**src/rtl/mem_port_arbiter.sv**
```systemverilog
// Arbitrates one single-ported memory between instruction fetch and load/store ports.
// Data wins by default; a streak limit bounds fetch starvation; a watchdog aborts hung accesses.
module mem_port_arbiter #(
    parameter int unsigned AW          = 32,
    parameter int unsigned DW          = 32,
    parameter int unsigned TIMEOUT     = 16,
    parameter int unsigned MAX_DSTREAK = 4
) (
    input  logic          clk,
    input  logic          reset,
    input  logic          i_req,
    input  logic [AW-1:0] i_addr,
    output logic [DW-1:0] i_rdata,
    output logic          i_ready,
    input  logic          d_req,
    input  logic          d_we,
    input  logic [AW-1:0] d_addr,
    input  logic [DW-1:0] d_wdata,
    output logic [DW-1:0] d_rdata,
    output logic          d_ready,
    output logic          m_req,
    output logic          m_we,
    output logic [AW-1:0] m_addr,
    output logic [DW-1:0] m_wdata,
    input  logic [DW-1:0] m_rdata,
    input  logic          m_ack,
    output logic          busy,
    output logic          err
);

    localparam int unsigned WW = $clog2(TIMEOUT);
    localparam int unsigned SW = $clog2(MAX_DSTREAK + 1);
    localparam logic [WW-1:0] WaitLast  = WW'(TIMEOUT - 1);
    localparam logic [SW-1:0] StreakMax = SW'(MAX_DSTREAK);

    typedef enum logic [1:0] {
        StIdle,
        StDBusy,
        StIBusy,
        StResp
    } state_e;

    state_e        state_q, state_d;
    logic [SW-1:0] streak_q, streak_d;
    logic [WW-1:0] wait_q, wait_d;
    logic          m_req_q, m_req_d;
    logic          m_we_q, m_we_d;
    logic [AW-1:0] m_addr_q, m_addr_d;
    logic [DW-1:0] m_wdata_q, m_wdata_d;
    logic [DW-1:0] i_rdata_q, i_rdata_d;
    logic [DW-1:0] d_rdata_q, d_rdata_d;
    logic          i_ready_q, i_ready_d;
    logic          d_ready_q, d_ready_d;
    logic          busy_q, busy_d;
    logic          err_q, err_d;

    always_ff @(posedge clk) begin
        if (reset) begin
            state_q   <= StIdle;
            streak_q  <= '0;
            wait_q    <= '0;
            m_req_q   <= 1'b0;
            m_we_q    <= 1'b0;
            m_addr_q  <= '0;
            m_wdata_q <= '0;
            i_rdata_q <= '0;
            d_rdata_q <= '0;
            i_ready_q <= 1'b0;
            d_ready_q <= 1'b0;
            busy_q    <= 1'b0;
            err_q     <= 1'b0;
        end else begin
            state_q   <= state_d;
            streak_q  <= streak_d;
            wait_q    <= wait_d;
            m_req_q   <= m_req_d;
            m_we_q    <= m_we_d;
            m_addr_q  <= m_addr_d;
            m_wdata_q <= m_wdata_d;
            i_rdata_q <= i_rdata_d;
            d_rdata_q <= d_rdata_d;
            i_ready_q <= i_ready_d;
            d_ready_q <= d_ready_d;
            busy_q    <= busy_d;
            err_q     <= err_d;
        end
    end

    always_comb begin
        state_d   = state_q;
        streak_d  = streak_q;
        wait_d    = wait_q;
        m_req_d   = m_req_q;
        m_we_d    = m_we_q;
        m_addr_d  = m_addr_q;
        m_wdata_d = m_wdata_q;
        i_rdata_d = i_rdata_q;
        d_rdata_d = d_rdata_q;
        i_ready_d = i_ready_q;
        d_ready_d = d_ready_q;
        err_d     = err_q;

        unique case (state_q)
            StIdle: begin
                // Data is older in program order, but only until the fetch-waiting streak runs out.
                if (d_req && (!i_req || (streak_q < StreakMax))) begin
                    state_d   = StDBusy;
                    streak_d  = i_req ? (streak_q + 1'b1) : '0;
                    m_req_d   = 1'b1;
                    m_we_d    = d_we;
                    m_addr_d  = d_addr;
                    m_wdata_d = d_wdata;
                    wait_d    = '0;
                end else if (i_req) begin
                    state_d   = StIBusy;
                    streak_d  = '0;
                    m_req_d   = 1'b1;
                    m_we_d    = 1'b0;
                    m_addr_d  = i_addr;
                    m_wdata_d = '0;
                    wait_d    = '0;
                end
            end

            StDBusy, StIBusy: begin
                if (m_ack) begin
                    m_req_d = 1'b0;
                    state_d = StResp;
                    if (state_q == StDBusy) begin
                        d_rdata_d = m_we_q ? '0 : m_rdata;
                        d_ready_d = 1'b1;
                    end else begin
                        i_rdata_d = m_rdata;
                        i_ready_d = 1'b1;
                    end
                end else if (wait_q == WaitLast) begin
                    // Watchdog abort: complete the requester with zero data and flag it.
                    m_req_d = 1'b0;
                    err_d   = 1'b1;
                    state_d = StResp;
                    if (state_q == StDBusy) begin
                        d_rdata_d = '0;
                        d_ready_d = 1'b1;
                    end else begin
                        i_rdata_d = '0;
                        i_ready_d = 1'b1;
                    end
                end else begin
                    wait_d = wait_q + 1'b1;
                end
            end

            StResp: begin
                i_ready_d = 1'b0;
                d_ready_d = 1'b0;
                state_d   = StIdle;
            end

            default: state_d = StIdle;
        endcase

        busy_d = (state_d != StIdle);
    end

    assign i_rdata = i_rdata_q;
    assign i_ready = i_ready_q;
    assign d_rdata = d_rdata_q;
    assign d_ready = d_ready_q;
    assign m_req   = m_req_q;
    assign m_we    = m_we_q;
    assign m_addr  = m_addr_q;
    assign m_wdata = m_wdata_q;
    assign busy    = busy_q;
    assign err     = err_q;

endmodule

```
**config.mk**
```make
export PLATFORM = sky130hd
export DESIGN_NAME = mem_port_arbiter
export DESIGN_NICKNAME = d
export VERILOG_FILES = /design/src/rtl/mem_port_arbiter.sv
export SDC_FILE = /design/constraint.sdc
export NUM_CORES = 1
export LEC_CHECK = 0
export CORE_MARGIN = 1.5
export CORE_UTILIZATION = 43
export CTS_BUF_LIST = sky130_fd_sc_hd__clkbuf_2
export DETAILED_ROUTE_END_ITERATION = 7
export GPL_TIMING_DRIVEN = 0
export PLACE_DENSITY = 0.93
export SYNTH_ARGS = -nofsm -noshare
export SYNTH_HDL_FRONTEND = slang
export SYNTH_SLANG_ARGS = --single-unit
```
**constraint.sdc**
```tcl
create_clock -name clk -period 2.3 [get_ports clk]
set_input_delay 0.46 -clock clk [delete_from_list [all_inputs] [get_ports clk]]
set_output_delay 0.46 -clock clk [all_outputs]
set_load 0.01 [all_outputs]
```
==> summary.txt <==
status: complete, no violations
CTS sink cnt: 143
Initial DRT Pass Iterations: 7
CTS tree: done
clk buf depth: 2
Leak: 3.541 nW
aggregate global-route resource usage: 25.48%
Mapped Area: 5876 um2
DR WL/cell: 16.60 um
PwrDens: 784.4 nW/um2
ANT nets after route: 0
Synth top cells by count: dfxtp_1 (143), nor2_1 (75), nand2_1 (66)
die area: 14370 um2
delay-heaviest family, CP: buffers and inverters
Routed Wire Length: 18.41 mm
first-pass GRT wire length: 28.95 mm
GP Congestion: 0.8232
Post-DP Area: 8748 um2
met2 WL: 9.128 mm
vias in the first global route: 5953
actual slew at the worst max-slew pin: 609.3 ps
crit path max-delay cell type: clkdlybuf4s50_1
Buf+Inv Stages, Crit Path: 1
Post-Place Setup Slack: -11.55 ps
RSZ-0062 raised after global routing: no
CTS root buf: clkbuf_2
clock latency on the worst-skew pair: 700 ps
top-count cell post-synth: dfxtp_1
cells after synthesis: 633
max frequency: 0.4676 GHz
IO Port Bufs: 265
Synth area leader: dfxtp_1
Yosys warning total: 0
crit-path max FO: 3
Max Cap Viol: 0
Final Hold Viols: 0
initial antenna violation count: 1
routed length on met1: 7.440 mm
post-synthesis sequential area ratio: 48.72%
Setup violations, final: 0
total grt overflow: 0
CP endpoint kind: primary output
final setup margin: 161.5 ps
largest net degree at the start of global routing: 17
Min Clock Period, post-route: 2139 ps
Worst Path Arrival: 1680 ps
Chip Height: 119.9 um
area of the multi-input gates: 2670 um2
slew margin rel.: 59.38%
Worst EP required: 1840 ps
fin cells: 1109
Yosys cell types: 48
#FFs+latches synth: 143
Die X: 119.9 um
fill cell total of the finished layout: 1048
row cnt: 42
startpoint class of the critical path: register
drt drc: 0
post-synth net total: 773
Layout Area Growth over Synthesis: 54.81%
fraction of layout cells with a size suffix above 1: 7.403%
Final Total Pwr: 7.135 mW
Via-to-Cell Ratio: 5.336
top_reg_cell synth: dfxtp_1
Reg clk slew, reported paths: 210 ps
sequential cell area: 2864 um2
placed wire-length estimate: 13.73 mm
Hold WC Path Type: primary input to register
critical path cell sequence: clkdlybuf4s50_1
Final nets: 1059
WS Path Type: register to primary output
via count: 5918
Num CTS Buffers: 17
Ports: 268
final instance area: 9096 um2
share of the synthesized area in the top cell type: 48.72%
Initial Util: 44.19%
postcts setup bufs: 0
DR top layer: met4
VDD IR max: 0.4758 mV
CP max stage delay: 590 ps
H-tree depth: 4
WL met3: 1.184 mm
setup_tns: 0 ps
post-synthesis async set-or-reset flop share: 0%
count of pins over their slew limit: 0
core area: 13300 um2
syn avg cell area: 9.282 um2
dpl cells: 1074
Post-synth EDFFs: 0
clock skew: 26.05 ps
Period Utilization, post-route: 92.98%
Detailed Route Iter0 Violations: 459
Synth area leaders: dfxtp_1 (49%), mux2i_1 (11%), a32oi_1 (4.9%)
-- layout make-up --
type	instances	area share [%]
multi-input cells	426	29.35
repair buffers	267	29.38
plain buffers	60	3.604
inverters	4	0.1651
flip-flops and latches	143	31.49
well taps	176	2.421
clock inverters	15	2.627
diodes	1	0.02751
clock buffers	17	0.9354
-- cell families (layout without fill, tap and decap cells) --
| family | after synthesis | after routing | share of synthesized area [%] |
|---|---|---|---|
| AOI/OAI and AO/OA | 153 | 153 | 17.50 |
| adders and majority gates | 6 | 6 | 1.278 |
| buffers and inverters | 64 | 363 | 5.835 |
| DFF | 143 | 143 | 48.72 |
| muxes | 67 | 67 | 11.46 |
| other | 0 | 1 | 0 |
| and+or+nand+nor | 200 | 200 | 15.20 |
-- sequential cells by signal (all words and copies together) (netlist names), 2 cells and up, named ones only --
| signal | flops |
|---|---|
| streak_q | 3 |
| d_rdata | 32 |
| i_rdata | 32 |
| wait_q | 4 |
| m_wdata | 32 |
| state_q | 2 |
| m_addr | 32 |
-- timing repair --
action                                  in CTS  in global routing
gates resized for setup                      0                  1
hold buffers                                 1                  1
endpoints found under the hold margin        1                  1
endpoints found under the setup margin       0                  1
-- path summary, 6_finish.rpt --
path,endpoint,slack [ps],cells past startpoint,from
hold reg to reg,d_rdata[24]$_SDFFE_PP0P_,470,2,d_rdata[24]$_SDFFE_PP0P_
hold / removal,d_rdata[22]$_SDFFE_PP0P_,310,3,m_rdata[22]
setup / recovery,m_we,160,1,m_we$_SDFFE_PP0P_
setup reg to reg,i_rdata[11]$_SDFFE_PP0P_,260,7,state_q[0]$_SDFF_PP0_
-- routing by layer --
layer,vias to the layer above,GRT usage (%)
li1,2848,-
met1,2782,29.12
met2,241,43.53
met3,47,8.222
met4,0,11.24
met5,-,0
-- placed cells by master, fill, tap and decap left out, drive strengths merged, types with 33 or more instances in the layout --
master / netlist / routed
nand2: 66 / 66
nor2: 75 / 75
mux2i: 65 / 65
a211oi: 34 / 34
o21ai: 37 / 37
dfxtp: 143 / 143
nand3: 35 / 35
a32oi: 33 / 33
a21oi: 33 / 33
clkbuf: 32 / 49
clkdlybuf4s50: 0 / 265
-- power breakdown --
part	total, mW	switching, mW	internal [mW]
combinational	2.31	1.17	1.14
sequential	2.96	0.171	2.79
clock	1.87	0.942	0.929
total	7.13	2.28	4.85
-- per-stage QoR --
step / hold slack, ps / util (%)
final: 308.4 / 68.42
after global routing: 203.7 / 68.42
after CTS: 24.55 / 68.31
after detailed placement: 452.7 / 65.80
after global placement: 443.3 / 65.80
after floorplan: 481.5 / -
(Power assumes the default switching activity.)
